### src/rtl/ad7763_cfg_sequencer.sv
// AD7763 register-write sequencer: queues 32-bit {addr,data} words and shifts each one
// out on SDI/FSIN, synchronised to the end of a DRDY frame, with a DRDY timeout guard.
module ad7763_cfg_sequencer #(
   parameter int FIFO_DEPTH   = 4,
   parameter int GAP_CYCLES   = 8,
   parameter int DRDY_TIMEOUT = 1024
) (
   input  logic        aclk,
   input  logic        rst,
   input  logic [31:0] s_cmd_tdata,
   input  logic        s_cmd_tvalid,
   output logic        s_cmd_tready,
   input  logic        adc_dreadyn,
   output logic        adc_fsin,
   output logic        adc_sdi,
   output logic        busy,
   output logic [15:0] wr_count,
   output logic        timeout,
   input  logic        timeout_clr
);
   localparam int AW = $clog2(FIFO_DEPTH);
   localparam int TW = $clog2(DRDY_TIMEOUT + 1);
   localparam int GW = $clog2(GAP_CYCLES + 1);
   localparam logic [TW-1:0] TO_LAST  = TW'(DRDY_TIMEOUT - 1);
   localparam logic [GW-1:0] GAP_LAST = GW'(GAP_CYCLES - 1);
   localparam logic [AW:0]   PTR_ONE  = (AW+1)'(1);

   typedef enum logic [1:0] {IDLE, WAIT_DRDY, SHIFT, GAP} state_t;

   state_t        state_q, state_d;
   logic [31:0]   mem_q [FIFO_DEPTH];
   logic [AW:0]   wr_ptr_q, rd_ptr_q;
   logic          ready_en_q;
   logic          fifo_empty, fifo_full, push, pop;
   logic [31:0]   fifo_head;
   logic          drdy_q, drdy_prev_q, frame_end;
   logic [31:0]   shreg_q, shreg_d;
   logic [5:0]    bit_cnt_q, bit_cnt_d;
   logic [TW-1:0] to_cnt_q, to_cnt_d;
   logic [GW-1:0] gap_cnt_q, gap_cnt_d;
   logic          fsin_q, fsin_d, sdi_q, sdi_d;
   logic [15:0]   wr_count_q, wr_count_d;
   logic          timeout_q, set_timeout;

   // Extra pointer MSB distinguishes full from empty when the index bits match.
   assign fifo_empty   = (wr_ptr_q == rd_ptr_q);
   assign fifo_full    = (wr_ptr_q[AW] != rd_ptr_q[AW]) && (wr_ptr_q[AW-1:0] == rd_ptr_q[AW-1:0]);
   assign s_cmd_tready = ready_en_q & ~fifo_full & ~rst;
   assign push         = s_cmd_tvalid & s_cmd_tready;
   assign fifo_head    = mem_q[rd_ptr_q[AW-1:0]];
   assign frame_end    = drdy_q & ~drdy_prev_q;

   always_comb begin
      state_d     = state_q;
      shreg_d     = shreg_q;
      bit_cnt_d   = bit_cnt_q;
      to_cnt_d    = to_cnt_q;
      gap_cnt_d   = gap_cnt_q;
      wr_count_d  = wr_count_q;
      fsin_d      = 1'b1;
      sdi_d       = 1'b0;
      pop         = 1'b0;
      set_timeout = 1'b0;
      case (state_q)
         IDLE: begin
            if (!fifo_empty) begin
               state_d  = WAIT_DRDY;
               to_cnt_d = '0;
            end
         end
         WAIT_DRDY: begin
            if (frame_end) begin
               pop       = 1'b1;
               fsin_d    = 1'b0;
               sdi_d     = fifo_head[31];
               shreg_d   = {fifo_head[30:0], 1'b0};
               bit_cnt_d = 6'd1;
               state_d   = SHIFT;
            end else if (to_cnt_q == TO_LAST) begin
               pop         = 1'b1;
               set_timeout = 1'b1;
               state_d     = IDLE;
            end else begin
               to_cnt_d = to_cnt_q + TW'(1);
            end
         end
         SHIFT: begin
            if (bit_cnt_q == 6'd32) begin
               wr_count_d = wr_count_q + 16'd1;
               gap_cnt_d  = '0;
               state_d    = GAP;
            end else begin
               sdi_d     = shreg_q[31];
               shreg_d   = {shreg_q[30:0], 1'b0};
               bit_cnt_d = bit_cnt_q + 6'd1;
            end
         end
         GAP: begin
            if (gap_cnt_q == GAP_LAST) state_d = IDLE;
            else                       gap_cnt_d = gap_cnt_q + GW'(1);
         end
         default: state_d = IDLE;
      endcase
   end

   always_ff @(posedge aclk) begin
      if (rst) begin
         state_q     <= IDLE;
         wr_ptr_q    <= '0;
         rd_ptr_q    <= '0;
         ready_en_q  <= 1'b0;
         drdy_q      <= 1'b1;
         drdy_prev_q <= 1'b1;
         shreg_q     <= '0;
         bit_cnt_q   <= '0;
         to_cnt_q    <= '0;
         gap_cnt_q   <= '0;
         fsin_q      <= 1'b1;
         sdi_q       <= 1'b0;
         wr_count_q  <= '0;
         timeout_q   <= 1'b0;
      end else begin
         state_q     <= state_d;
         ready_en_q  <= 1'b1;
         drdy_q      <= adc_dreadyn;
         drdy_prev_q <= drdy_q;
         shreg_q     <= shreg_d;
         bit_cnt_q   <= bit_cnt_d;
         to_cnt_q    <= to_cnt_d;
         gap_cnt_q   <= gap_cnt_d;
         fsin_q      <= fsin_d;
         sdi_q       <= sdi_d;
         wr_count_q  <= wr_count_d;
         if (push) wr_ptr_q <= wr_ptr_q + PTR_ONE;
         if (pop)  rd_ptr_q <= rd_ptr_q + PTR_ONE;
         if (set_timeout)      timeout_q <= 1'b1;
         else if (timeout_clr) timeout_q <= 1'b0;
      end
   end

   // Storage has no reset; emptiness is defined purely by the pointers.
   always_ff @(posedge aclk) begin
      if (push) mem_q[wr_ptr_q[AW-1:0]] <= s_cmd_tdata;
   end

   assign adc_fsin = fsin_q;
   assign adc_sdi  = sdi_q;
   assign busy     = !fifo_empty || (state_q != IDLE);
   assign wr_count = wr_count_q;
   assign timeout  = timeout_q;
endmodule

### config.mk
export PLATFORM = sky130hd
export DESIGN_NAME = ad7763_cfg_sequencer
export DESIGN_NICKNAME = d
export VERILOG_FILES = /design/src/rtl/ad7763_cfg_sequencer.sv
export SDC_FILE = /design/constraint.sdc
export NUM_CORES = 1
export LEC_CHECK = 0
export ABC_AREA = 1
export CAP_MARGIN = 40
export CORE_MARGIN = 2
export CORE_UTILIZATION = 53
export CTS_CLUSTER_DIAMETER = 80
export DETAILED_ROUTE_END_ITERATION = 10
export PLACE_DENSITY = 0.85
export SLEW_MARGIN = 25
export SYNTH_ARGS = -nofsm -noshare
export SYNTH_HDL_FRONTEND = slang
export SYNTH_SLANG_ARGS = --single-unit
### constraint.sdc
create_clock -name aclk -period 2.8 [get_ports aclk]
set_input_delay 0.56 -clock aclk [delete_from_list [all_inputs] [get_ports aclk]]
set_output_delay 0.56 -clock aclk [all_outputs]
set_load 0.03 [all_outputs]
==> out/metrics.csv, run 1 <==
stage,metric,value,unit
route,antenna_left,0,
timing,period_share,82.86,%
grt,grt_pass1_wl,30080,um
critical_path,crit_path_end_kind,primary output,
cells_and_area,fin_nets,1018,
route,vias_per_cell,5.545,
timing,finalHoldViolCount,0,
floorplan,rows,47,
cells_and_area,drive_gt1_share,8.758,%
worst_hold_path,holdCritPathClass,reg -> reg,
timing,slew_headroom,61.06,%
synth,synth-seq-cells,212,
synth,synth_area_leaders,"edfxtp_1, dfxtp_1, nand2_1, a21oi_1, nor2_1",
timing,worst_pin_slew,0.5842,ns
cts,h-tree-depth,1,
critical_path,cp_max_fo,5,
synth,synth.avg_cell_area,9.782,um^2
pwr,ir_drop,0.5401,mV
timing,drv_slew,0,
cells_and_area,area_growth,17.46,%
route,wl_per_cell,15.34,um
route,totalWireLength,18440,um
timing,max_freq,0.4310,GHz
route,drc,0,
route,dr.pass1.iters,5,
floorplan,core,16470,um^2
synth,yosys.area.top_type,edfxtp_1,
synth,synth_enable_flop_cells,128,
cts,clk-insertion-delay-late,0.52,ns
synth,synth_cell_types,40,
synth,netlist_area,8892,um^2
cts,cts_buffer_depth,3,
timing,setup_viol,0,
run_status,outcome,"finished, final reports clean",
grt,grt_usage,20.59,%
timing,rsz0062_at_grt,no,
cells_and_area,n_antenna_cell,0,
cts,root_buffer,clkbuf_16,
placement,dp_hpwl,11320,um
critical_path,worstPathRequired,2.24,ns
floorplan,initial_utilization,54.00,%
floorplan,io_pins,58,
cts,cts_sinks,212,
synth,yosysTopAreaCellShare,43.22,%
timing,final.min_clock_period,2.320,ns
floorplan,die_w,133.5,um
grt,grt_max_degree,65,
critical_path,cpMostUsedCell,inv_1,
cts,numCtsBuffers,22,
cells_and_area,final_area,10450,um^2
placement,place_congestion,0.8276,
route,drt_iter0_markers,464,
synth,synthCells,909,
synth,yosys_warnings,0,
timing,worst_hold_slack,0.4328,ns
grt,overflow,0,
placement,placed_cell_area,9694,um^2
placement,portBuffers,57,
critical_path,path_class,reg -> out,
synth,synthArstFlopShare,0,%
route,vias,6665,
critical_path,worstPathArrival,1.76,ns
cts,cts_hold_buf,0,
synth,synth_nets,961,
critical_path,cpMaxStageDelayCell,dfxtp_1,
floorplan,die_h,133.5,um
grt,grt_pass1_vias,6320,
critical_path,path_cells,inv_1 > ha_1 > inv_1 > nor2_1 > nand2_2 > dlymetal6s2s_1,
grt,antenna_found_initial,0,
flow_run,max_cap_violations,0,
critical_path,cpPeakStageDelay,0.37,ns
cts,clk_pin_slew_worst_paths,0.06,ns
floorplan,die-area,17830,um^2
timing,fin_worst_skew,0.01629,ns
pwr,leakage,0.003753,uW
critical_path,setup.worst_path.start_class,register,
pwr,powerDensity,713.0,nW/um^2
synth,ys.flop_type,edfxtp_1,
synth,yosysSeqAreaShare,62.14,%
cells_and_area,nFillCells,1275,
cts,cts_tree,built,
-- cells in the final DEF, fill, tap and decap left out, types with 2 or more instances in the layout --
cell type        count
edfxtp_1           128
nor2_2               6
inv_2                6
nand2_2              6
xor2_1               4
nand3_1             25
nor3b_1              5
nor2_1             114
a21oi_1             95
clkinv_2             3
o21ai_2              2
clkinvlp_4           2
o21ai_1             27
clkdlybuf4s50_1     55
inv_1               50
buf_4               19
clkinv_1             4
clkbuf_8             4
o21ai_0             88
o22ai_1             32
xnor2_1              2
nand4_1              8
ha_1                15
bufinv_16            2
a211oi_1             2
clkbuf_1             5
nor2_4               4
nand2_1            143
dfxtp_1             83
nor3_1               6
clkbuf_16           22
-- cells by family (layout without fill, tap and decap cells) --
logic type / Yosys count / after routing / share of synthesized area [%]
compound gates: 252 / 252 / 14.96
xor+xnor: 6 / 6 / 0.5910
fa+ha+maj: 15 / 15 / 2.111
buf+inv: 103 / 176 / 5.009
flops: 212 / 212 / 62.14
simple gates: 321 / 321 / 15.20
-- cell usage after synthesis (5+ instances only) --
master    instances
nor2_1          118
clkbuf_1         19
o22ai_1          32
edfxtp_1        128
nand2_1         143
nand2_2           6
buf_2            14
inv_2             6
nand3_1          25
inv_1            50
nor3b_1           5
dfxtp_1          84
a21oi_1          95
nor3_1            6
o21ai_0          88
nand4_1           8
ha_1             15
o21ai_1          27
-- area by class of cell --
type                            instances  area (um^2)  share of cell area, %
Sequential cell                       212         5527                  52.91
Clock inverter                          9        123.9                  1.186
Clock buffer                           31        624.3                  5.977
Multi-Input combinational cell        594         2942                  28.16
Timing Repair Buffer                   76        725.7                  6.948
Tap cell                              220        275.3                  2.635
Inverter                               60        227.7                  2.180
-- report_power, final --
part,internal [uW],switching (uW)
combinational,315,647
clock,1750,1190
sequential,3460,87.6
-- repair_timing --
action / in CTS / in global routing
endpoints found under the setup margin: 0 / 1
setup buffers: 0 / 0
gates resized for setup: 0 / 1
-- critical path, delay by kind of cell, from the launching register on --
kind                       cells  cell delay (ns)
buffers and inverters          3             0.49
DFF                            1             0.37
adders and majority gates      1             0.22
and+or+nand+nor                2             0.17
-- sequential cells by signal, indices dropped and copies added (netlist names), named ones only --
| register | flops |
|---|---|
| state_q | 1 |
| drdy_q | 1 |
| to_cnt_q | 11 |
| adc_fsin | 1 |
| wr_count | 16 |
| gap_cnt_q | 4 |
| mem_q | 128 |
| wr_ptr_q | 3 |
| adc_sdi | 1 |
| bit_cnt_q | 6 |
| timeout | 1 |
| ready_en_q | 1 |
| shreg_q | 31 |
| rd_ptr_q | 3 |
| drdy_prev_q | 1 |
-- layer usage --
metal / GRT usage [%] / part of all wire, % / up-vias
met5: 0 / 0 / -
met4: 6.501 / 2.3 / 0
met3: 2.930 / 5.2 / 41
met2: 36.43 / 50 / 214
met1: 26.22 / 42 / 3153
li1: - / - / 3257
-- through the flow --
step,util [%],total power (uW),TNS [ns],worst slack [ns],std cells
after floorplan,-,4312,-30.06,-0.2349,909
after global placement,58.88,4536,0,0.4868,1162
after detailed placement,58.88,4559,0,0.4372,1162
after CTS,63.42,7490,0,0.06357,1202
after global routing,63.43,7747,0,0.3554,1202
final,63.43,7447,0,0.4798,1202
-- final timing paths --
check	start	endpoint	slack (ns)	cells after the start
setup / recovery	state_q[0]	busy	0.48	6
hold / removal	drdy_q	drdy_prev_q	0.43	2
setup reg to reg	register	bit_cnt_q[2]	0.68	9
hold reg to reg	drdy_q	drdy_prev_q	0.43	2
No activity file was read; power rests on OpenSTA's default activity.
==> run 2, diff against run 1 <==
- CORE_UTILIZATION: 53 -> 59
- PLACE_DENSITY: 0.85 -> 0.89
- clock period: 2.8 -> 2.14 ns (I/O delays scaled with it)
==> run 2 against run 1 <==
Against the previous run:
- via count rose by 1.4%
- total power rose by 28%
- core utilization rose by 7.6 points
- largest power group unchanged
==> out/metrics.csv, run 2 (synthesis gave the netlist of run 1 again) <==
stage,metric,value,unit
floorplan,die_w,126.8,um
cells_and_area,n_antenna_cell,0,
cells_and_area,drive_gt1_share,10.04,%
route,drc,0,
route,wl_per_cell,15.76,um
grt,grt_max_degree,37,
floorplan,rows,44,
critical_path,path_cells,clkdlybuf4s50_1,
worst_hold_path,holdCritPathClass,reg -> reg,
pwr,leakage,0.003735,uW
critical_path,critPathTopFamily,buffers and inverters,
floorplan,die_h,126.8,um
cts,clk-insertion-delay-late,0.50,ns
timing,setup_tns,0,ns
cells_and_area,final_cells,1170,
critical_path,cp_num_buf_inv,1,
timing,worst_hold_slack,0.4279,ns
route,drt_iter0_markers,684,
timing,rsz0062_at_grt,yes,
grt,grt_usage,23.25,%
timing,period_share,98.41,%
critical_path,worstPathArrival,1.68,ns
cells_and_area,layout_commonest_cell,nand2_1,
cells_and_area,final_cell_mix,"nand2_1, edfxtp_1, nor2_1, a21oi_1, o21ai_0",
floorplan,core,14640,um^2
route,totalWireLength,18430,um
cts,cts_hold_buf,0,
critical_path,crit_path_end_kind,primary output,
cts,root_buffer,clkbuf_16,
cells_and_area,fin_nets,1023,
timing,fin_worst_skew,0.009606,ns
cells_and_area,area_growth,16.96,%
cells_and_area,nFillCells,1043,
placement,place_congestion,0.8311,
timing,setup_viol,0,
route,vias,6760,
grt,overflow,0,
cts,h-tree-depth,1,
cts,clk_pin_slew_worst_paths,0.06,ns
timing,slew_headroom,74.37,%
cts,cts_buffer_depth,3,
floorplan,initial_utilization,60.72,%
critical_path,cp_max_fo,7,
cts,post_cts_buffers,0,
critical_path,setup.worst_path.start_class,register,
floorplan,die-area,16070,um^2
critical_path,path_class,reg -> out,
critical_path,worstReg2RegStart,state_q[0],
grt,grt_pass1_vias,6510,
timing,worst_pin_slew,0.3845,ns
route,dr.pass1.iters,5,
cts,numCtsBuffers,21,
placement,dpl.cell_count,1132,
timing,drv_slew,0,
cts,cts_sinks,212,
placement,dp_hpwl,11280,um
critical_path,cp-startpoint,wr_count[9],
placement,portBuffers,57,
grt,antenna_found_initial,0,
timing,finalHoldViolCount,0,
pwr,powerDensity,915.1,nW/um^2
worst_hold_path,hold_start,drdy_q,
critical_path,cpMaxStageDelayCell,clkdlybuf4s50_1,
floorplan,io_pins,58,
critical_path,worstPathRequired,1.71,ns
flow_run,max_cap_violations,0,
run_status,outcome,"finished, final reports clean",
cts,post_cts_resized,6,
cts,cts_tree,built,
timing,max_freq,0.4748,GHz
critical_path,cpPeakStageDelay,0.72,ns
route,vias_per_cell,5.778,
route,antenna_left,0,
cells_and_area,largest_reg_flops,128,
grt,grt_pass1_wl,30620,um
timing,final.min_clock_period,2.106,ns
pwr,ir_drop,0.8009,mV
run 2: cell types whose count changed in the layout (fill, tap and decap cells not counted), sizes merged:
cell          change
clkbuf            -4
bufinv            -1
inv               +1
buf               +7
dlymetal6s2s      -1
clkinvlp          +2
run 2: area by class of cell:
class / count / area, um^2 / area share (%)
clock buffer: 27 / 568.0 / 5.462
clock inverter: 11 / 97.59 / 0.9384
inverter: 60 / 227.7 / 2.190
multi-input combinational: 594 / 2942 / 28.28
sequential: 212 / 5534 / 53.21
tap: 184 / 230.2 / 2.214
timing repair buffer: 82 / 800.8 / 7.700
run 2: worst paths after layout:
check / to / slack [ns] / cells after the start
worst max-delay path: wr_count[9] / 0.03 / 1
worst min-delay path: drdy_prev_q / 0.43 / 2
worst max register to register: bit_cnt_q[2] / 0.23 / 9
worst min register to register: drdy_prev_q / 0.43 / 2
run 2: where the power goes:
| part | leakage, uW | switching (uW) | internal, uW | total [uW] |
|---|---|---|---|---|
| Combinational | 0.00158 | 891 | 451 | 1340 |
| Sequential | 0.00184 | 114 | 4520 | 4640 |
| Clock | 0.000317 | 1520 | 2010 | 3540 |
run 2: per-layer routing:
metal  GRT usage, %  share of wire (%)  vias up
li1               -                  -     3268
met4          7.498                2.2        0
met1          28.60                 41     3203
met2          42.10                 51      247
met5              0                  0        -
met3          3.754                5.9       42
run 2: stage by stage:
step	total power, uW	util, %	setup slack (ns)	cell area, um^2
finish	9517	71.02	0.03397	10400
global placement	5973	66.39	0.1101	9722
floorplan	5643	-	-0.2642	8902
detailed placement	6019	66.39	0.08889	9722
CTS	9532	70.98	0.02162	10390
global route	9926	71.02	-0.05821	10400
==> run 3, diff against run 2 <==
- clock period: 2.14 -> 2.25 ns (I/O delays scaled with it)
==> run 3 against run 2 <==
Against the previous run:
- worst hold slack hardly changed
- critical path depth is 5 higher
- combinational power is 9% lower
- total power is 3.7% lower
- cell count is 0.26% lower
- sequential share of layout area hardly changed
- core utilization is 0.051 points lower
- register-to-register slack better by 0.05 ns
- count of clock-buffer cells in the layout is 5 higher
- critical path type unchanged
- non-clock buffer count is 5 lower
- clock skew is 0.0085 ns higher
- design area hardly changed
==> out/metrics.csv, run 3 (synthesis gave the netlist of run 1 again) <==
stage,metric,value,unit
route,drc,0,
cts,cts_tree,built,
critical_path,path_cells,inv_1 > ha_1 > inv_1 > nor2_1 > nand2_2 > buf_2,
floorplan,io_pins,58,
route,drt_iter0_markers,715,
cts,root_buffer,clkbuf_16,
cells_and_area,largest_reg_flops,128,
cells_and_area,multi_input_area,2934,um^2
route,vias,6827,
pwr,clkPwrFrac,38.4,%
route,antenna_left,0,
timing,setup_viol,0,
cells_and_area,layout_commonest_cell,nand2_1,
pwr,cell_internal_pwr,6733,uW
cts,clk_pin_slew_worst_paths,0.06,ns
critical_path,cpMaxStageDelayCell,dfxtp_1,
cts,clk-insertion-delay-late,0.52,ns
pwr,ir_drop,0.6301,mV
placement,dp_hpwl,11470,um
route,totalWireLength,19260,um
timing,worst_slack,0.1241,ns
route,dr.pass1.iters,7,
cells_and_area,n_antenna_cell,0,
critical_path,crit_path_end_kind,primary output,
pwr,powerDensity,882.1,nW/um^2
critical_path,worstPathRequired,1.80,ns
cells_and_area,drive_gt1_share,9.156,%
grt,overflow,0,
cts,post_cts_buffers,0,
cells_and_area,final_area,10390,um^2
critical_path,cp_max_fo,5,
pwr,p_sw,2435,uW
pwr,p_seq_share,48.3,%
cells_and_area,seqCellArea,5529,um^2
pwr,p_total,9167,uW
placement,place_congestion,0.8557,
timing,final.min_clock_period,2.126,ns
cells_and_area,final_cell_mix,"nand2_1, edfxtp_1, nor2_1, a21oi_1, o21ai_0",
critical_path,cpMostUsedCell,inv_1,
placement,pre_cts_slack,0.1617,ns
timing,drv_slew,0,
worst_hold_path,worstHoldPathCells,2,
pwr,pwr-share-comb,13.3,%
critical_path,critical_path_depth,6,
floorplan,die-area,16070,um^2
grt,grt_max_degree,37,
worst_hold_path,holdCritPathClass,reg -> reg,
critical_path,path_class,reg -> out,
cells_and_area,fin_nets,1019,
cells_and_area,area_growth,16.87,%
critical_path,rr_worst_depth,9,
timing,finalHoldViolCount,0,
critical_path,setup.worst_path.start_class,register,
cts,h-tree-depth,1,
route,vias_per_cell,5.850,
timing,period_share,94.48,%
placement,placed_cell_area,9684,um^2
grt,grt_pass1_wl,31770,um
timing,max_freq,0.4704,GHz
cts,cts_buffer_depth,3,
cts,numCtsBuffers,22,
critical_path,cp_num_buf_inv,3,
timing,worst_hold_slack,0.4280,ns
floorplan,core,14640,um^2
critical_path,critPathTopFamily,buffers and inverters,
route,wl_per_cell,16.50,um
floorplan,die_h,126.8,um
timing,rsz0062_at_grt,no,
pwr,leakage,0.003743,uW
critical_path,cpPeakStageDelay,0.37,ns
timing,fin_worst_skew,0.01806,ns
cts,cts_sinks,212,
floorplan,initial_utilization,60.72,%
pwr,swShare,26.56,%
timing,slew_headroom,65.13,%
floorplan,rows,44,
placement,portBuffers,57,
cells_and_area,nFillCells,1031,
grt,grt_usage,24.19,%
run_status,outcome,"finished, final reports clean",
grt,antenna_found_initial,0,
critical_path,worstPathArrival,1.68,ns
floorplan,die_w,126.8,um
flow_run,max_cap_violations,0,
grt,grt_pass1_vias,6625,
timing,worst_pin_slew,0.5225,ns
## run 3: changes by cell type in the layout (fill, tap and decap cells not counted), moves of 2 or more
cell	delta
buf_4	-5
clkinvlp_4	-4
clkbuf_1	+3
clkinv_2	+2
dfxtp_1	+2
## run 3: worst register-to-register path, stage by stage, from the launching register on
cell and delay [ns]:
dfxtp_1 0.33, inv_1 0.13, ha_1 0.37, nand2_2 0.17, o21ai_2 0.09, nand2_2 0.08
inv_4 0.29, nand2_1 0.13, o21ai_0 0.20, a21oi_1 0.06
## run 3: path summary, 6_finish.rpt
check / from / to / slack (ns)
max reg2reg: register / bit_cnt_q[2] / 0.28
max: state_q[0] / busy / 0.12
min: drdy_q / drdy_prev_q / 0.43
min reg2reg: drdy_q / drdy_prev_q / 0.43
## run 3: area by class of cell
class / instances / share of cell area (%)
sequential: 212 / 53.20
multi-input combinational: 594 / 28.23
timing repair buffer: 77 / 7.344
clock buffer: 32 / 5.947
tap: 184 / 2.215
inverter: 60 / 2.191
clock inverter: 8 / 0.8668
## run 3: layer usage
layer  vias to the layer above  share of wire [%]  wire [um]  global-route usage (%)
li1                       3259                  -          -                       -
met1                      3239                 40       7766                   30.79
met2                       283                 51       9760                   43.05
met3                        46                6.2       1195                   3.374
met4                         0                2.8        533                   7.822
met5                         -                  0          0                       0
## run 3: metrics by stage
step | TNS, ns | utilization, % | cells
floorplan | -22.55 | - | 909
global placement | 0 | 66.13 | 1127
detailed placement | 0 | 66.13 | 1127
CTS | 0 | 70.98 | 1167
global route | 0 | 70.97 | 1167
finish | 0 | 70.97 | 1167
## run 3: what timing repair did
action,in CTS,in global routing
cloned,0,0
hold buffers,0,0
setup endpoints to repair,2,2
resized for setup,4,4
## run 3: power by group through the flow
stage,clock network (uW),registers [uW],logic (uW)
after CTS,3570,4420,1210
after detailed placement,0,4490,1200
after floorplan,0,4470,900
after global placement,0,4490,1150
final,3520,4420,1220
after global routing,3730,4440,1360
==> RTL edit 1, RTL diff (config.mk and constraints of run 1) <==
Take the reset off `shreg_q` and load it in a clocked block of its own.
--- a/src/rtl/ad7763_cfg_sequencer.sv
+++ b/src/rtl/ad7763_cfg_sequencer.sv
@@ -112,5 +112,4 @@
          drdy_q      <= 1'b1;
          drdy_prev_q <= 1'b1;
-         shreg_q     <= '0;
          bit_cnt_q   <= '0;
          to_cnt_q    <= '0;
@@ -125,5 +124,4 @@
          drdy_q      <= adc_dreadyn;
          drdy_prev_q <= drdy_q;
-         shreg_q     <= shreg_d;
          bit_cnt_q   <= bit_cnt_d;
          to_cnt_q    <= to_cnt_d;
@@ -137,4 +135,8 @@
          else if (timeout_clr) timeout_q <= 1'b0;
       end
+   end
+
+   always_ff @(posedge aclk) begin
+      shreg_q <= shreg_d;
    end
 
Behaviour: no difference found for any inputs over 10 cycles, from zero or initial values and one cycle with rst high; that may be too few to reach the edited logic, so the function may still have changed.
==> RTL edit 1 against run 1 <==
  * First-iteration DRC count grew 20%
  * Sequential power up 1%
  * Hold slack improved by 4.6 ps
  * Sequential cell count did not move
  * Count of clock-buffer cells in the layout shrank 4
  * Synthesized cell count fell by 3.3%
  * Power rose by 3.0%
  * Synthesized area up 0.58%
  * Final area increased by 1.6%
  * Final cell count shrank 2.6%
  * Setup slack lost 390 ps
  * Routed wire length down 1.3%
  * Critical path type unchanged
  * Largest cell class unchanged
  * Largest power group unchanged
==> RTL edit 1: results (changes against run 1) <==
Number of DRC markers after the initial detailed-route iteration = 557 (was 464)
Data arrival time of the critical path = 2150 ps (was 1760 ps)
Proportion of layout cells with a drive suffix above 1 = 8.41% (was 8.76%)
Mean instance size in the synthesized netlist = 10.2 sq um (was 9.78 sq um)
Area fraction of clock buffers and clock inverters = 7.69% (was 7.16%)
Routed WL per cell = 15.5 um (was 15.3 um)
Number of vias in the routed layout = 6,293 (was 6,665)
Placeable core region = 16,500 sq um (about the same)
Net switching component of the power = 0.00186 W (was 0.00192 W)
Multi-input gate area in the final layout = 2760 sq um (was 2940 sq um)
Post-route worst hold slack = 437 ps (was 433 ps)
Final wirelength = 18,200 um (was 18,400 um)
Inverters = 61 (was 60)
Fraction of power consumed by the clock network = 42.1% (was 39.5%)
Post-synth top cells = 213 x nor2_1, 159 x edfxtp_1, 116 x nand2_1, 72 x o21ai_0 (was 143 x nand2_1, 128 x edfxtp_1, 118 x nor2_1, 95 x a21oi_1, 88 x o21ai_0)
Overall power of the completed layout = 0.00767 W (was 0.00745 W)
Sequential portion of the cell area = 55.0% (was 52.9%)
Clkbuf count = 27 (was 31)
Leakage power total = 3.68 nW (was 3.75 nW)
Buffering overhead = 6.60% (was 6.95%)
Post-Place Setup Slack = 477 ps (was 437 ps)
HPWL after detailed placement = 10,700 um (was 11,300 um)
Total global-route track usage = 20.3% (was 20.6%)
Layout-stage area growth over the synthesis result = 18.7% (was 17.5%)
Comb. pwr = 0.000840 W (was 0.000961 W)
Number of distinct library cell variants in the gate-level netlist after synthesis = 38 (was 40)
Top post-synthesis cells by area = edfxtp_1 53%, dfxtp_1 12%, nor2_1 8.9%, nand2_1 4.9%, o21ai_0 4.0% (was edfxtp_1 43%, dfxtp_1 19%, nand2_1 6.0%, a21oi_1 5.3%, nor2_1 5.0%)
Number of nets at the end of the flow = 988 (was 1,018)
Wire length of the first global-routing pass = 29,500 um (was 30,100 um)
Number of filler instances in the final layout = 1,227 (was 1,275)
Sequential cell count of the final layout = 212 (unchanged)
Capturing point of the worst reg2reg path = bit_cnt_q[3] (was bit_cnt_q[2])
Part of the Yosys area used for sequential elements = 65.2% (was 62.1%)
Run status = complete, no violations (unchanged)
RTL edit 1: changes by cell type in the layout (fill, tap and decap cells not counted), sizes merged, moves of 30 or more:
cell	change
nor2	+97
a21oi	-59
o21ai	-35
dfxtp	-31
edfxtp	+31
o22ai	-31
a31oi	+30
RTL edit 1: critical path, cell delays in order (launching register included):
cell	delay (ps)
dfxtp_1	390
inv_1	120
ha_1	230
inv_1	60
nor2_1	60
nand2_4	100
clkdlybuf4s50_1	670
RTL edit 1: cells by family (layout without fill, tap and decap cells):
family,after synthesis,after routing,synth area share (%)
XOR/XNOR,8,8,0.783
adder cells (fa/ha/maj),15,15,2.10
AND/OR/NAND/NOR,393,393,18.3
AO/OA/AOI/OAI,155,155,9.28
buffers and inverters,96,168,4.28
flip-flops,212,212,65.2
RTL edit 1: per-layer routing:
layer / track usage, % / routed length [um]
met1: 25.7 / 7730
met2: 36.3 / 9210
met3: 3.10 / 960
met4: 5.50 / 292
met5: 0 / 0
==> RTL edit 2, RTL diff (config.mk and constraints of run 1) <==
Without the edit above. Set the parameter `DRDY_TIMEOUT` to 2048 (it was 1024).
--- a/src/rtl/ad7763_cfg_sequencer.sv
+++ b/src/rtl/ad7763_cfg_sequencer.sv
@@ -4,5 +4,5 @@
    parameter int FIFO_DEPTH   = 4,
    parameter int GAP_CYCLES   = 8,
-   parameter int DRDY_TIMEOUT = 1024
+   parameter int DRDY_TIMEOUT = 2048
 ) (
    input  logic        aclk,
Behaviour: same outputs for any inputs over 10 cycles, from zero or initial values and one cycle with rst high; that may be too few to reach the edited logic, so the function may still have changed.
==> RTL edit 2 against run 1 <==
  * Synthesized area grew 1.2%
  * Sequential cell count up 1
  * Clock skew is 6.9 ps lower
  * Setup slack worse by 62 ps
  * Critical path type unchanged
  * Power is 1.2% lower
  * Final area is 0.48% higher
  * Final cell count fell by 0.75%
  * Routed wire length rose by 4.8%
  * Via count rose by 0.15%
  * Clock power down 5%
==> RTL edit 2: results (changes against run 1) <==
Post-Synthesis Net Count = 958 (was 961)
Number of buffers inserted during clock tree synthesis = 22 (unchanged)
Total inserted antenna cells = 0 (unchanged)
Gate count after technology mapping = 906 (was 909)
Proportion of power drawn by flip-flops and latches = 48.5% (was 47.6%)
HPWL after detailed placement = 11,600 um (was 11,300 um)
Later-pin clock latency in the skew report = 510 ps
Leakage power total = 3.73 nW (was 3.75 nW)
Via-per-instance ratio = 5.60 (was 5.54)
# placed instances = 1,154 (was 1,162)
Largest fanout of any net on the critical path = 5 (unchanged)
Clk pwr = 0.00278 W (was 0.00294 W)
Total global-route track usage = 21.5% (was 20.6%)
Capturing point of the worst reg2reg path = bit_cnt_q[5] (was bit_cnt_q[2])
Final wirelength = 19,300 um (was 18,400 um)
Actual transition at the worst max-transition pin = 763 ps (was 584 ps)
Ys Warns = 0 (unchanged)
Overall power of the completed layout = 0.00736 W (was 0.00745 W)
Top post-synthesis cells by area = edfxtp_1 43%, dfxtp_1 19%, nand2_1 5.3%, nor2_1 4.8%, a21oi_1 4.6% (was edfxtp_1 43%, dfxtp_1 19%, nand2_1 6.0%, a21oi_1 5.3%, nor2_1 5.0%)
Post-synth top cells = 128 x edfxtp_1, 128 x nand2_1, 116 x nor2_1, 85 x dfxtp_1, 82 x a21oi_1 (was 143 x nand2_1, 128 x edfxtp_1, 118 x nor2_1, 95 x a21oi_1, 88 x o21ai_0)
Worst-case register-to-register setup slack = 610 ps (was 680 ps)
Clock Skews = 9.36 ps (was 16.3 ps)
Via count of the first global-routing pass = 6,539 (was 6,320)
Proportion of layout cells with a drive suffix above 1 = 9.56% (was 8.76%)
Register clock-pin slew on the reported worst setup and hold paths = 60 ps (about the same)
Run status = complete, no violations (unchanged)
Number of distinct library cell variants in the gate-level netlist after synthesis = 40 (unchanged)
Routed WL per cell = 16.2 um (was 15.3 um)
Number of resized instances in the post-cts repair step = 0 (unchanged)
Worst IR drop on VDD = 0.576 mV (was 0.540 mV)
CP max stage delay = 420 ps (was 370 ps)
Clock Tree Buf Depth = 3 (unchanged)
Number of filler instances in the final layout = 1,244 (was 1,275)
End point of the worst hold path = drdy_prev_q (unchanged)
Net switching component of the power = 0.00194 W (was 0.00192 W)
Gp weighted congestion = 0.853 (was 0.828)
Number of nets at the end of the flow = 1,010 (was 1,018)
Wire length of the first global-routing pass = 31,400 um (was 30,100 um)
Part of the Yosys area used for sequential elements = 61.6% (was 62.1%)
Number of DRC markers after the initial detailed-route iteration = 605 (was 464)
-- RTL edit 2: changes by cell type in the layout (fill, tap and decap cells not counted), moves of 5 or more --
cell     change
o21ai_0      -9
a21oi_1     -13
buf_4        -7
nand2_1     -15
nand3_1      +8
a21oi_2      +8
o21ai_1      +5
-- RTL edit 2: worst max-delay path by stage --
stage / start / to / slack, ps / cells after the start
finish: state_q[0] / busy / 420 / 6
global route: state_q[0] / busy / 340 / 6
CTS: state_q[0] / busy / 40 / 6
detailed placement: state_q[0] / busy / 570 / 6
global placement: rst / mem_q[0][19] / 630 / 7
floorplan: rst / mem_q[0][0] / -110 / 5
-- RTL edit 2: cell families (layout without fill, tap and decap cells) --
logic type	count (synthesis)	count (layout)	synth area share (%)
compound gates	244	244	14.7
buf+inv	101	168	4.87
fa+ha+maj	15	15	2.09
xor+xnor	10	10	0.974
flops	213	213	61.6
simple gates	323	323	15.8
-- RTL edit 2: per-stage QoR --
step	util, %	hold slack, ps	setup slack (ps)	cell area [sq um]
detailed placement	59.1	426	575	9800
global placement	59.0	415	628	9790
CTS	63.3	436	35.5	10500
global route	63.3	464	336	10500
floorplan	-	404	-113	9000
finish	63.3	427	418	10500
-- RTL edit 2: final cells by class --
cell class	instances	area share, %
Sequential cell	213	52.8
Clock inverter	3	0.262
Multi-Input combinational cell	592	28.8
Inverter	56	2.00
Timing Repair Buffer	73	7.13
Clock buffer	36	6.33
Tap cell	220	2.62
-- RTL edit 2: per-layer routing --
metal	wire [um]	up-vias	global-route usage, %
met4	668	0	9.30
met1	7840	3149	26.2
met5	0	-	0
li1	-	3247	-
met2	9690	226	37.9
met3	1120	53	3.36
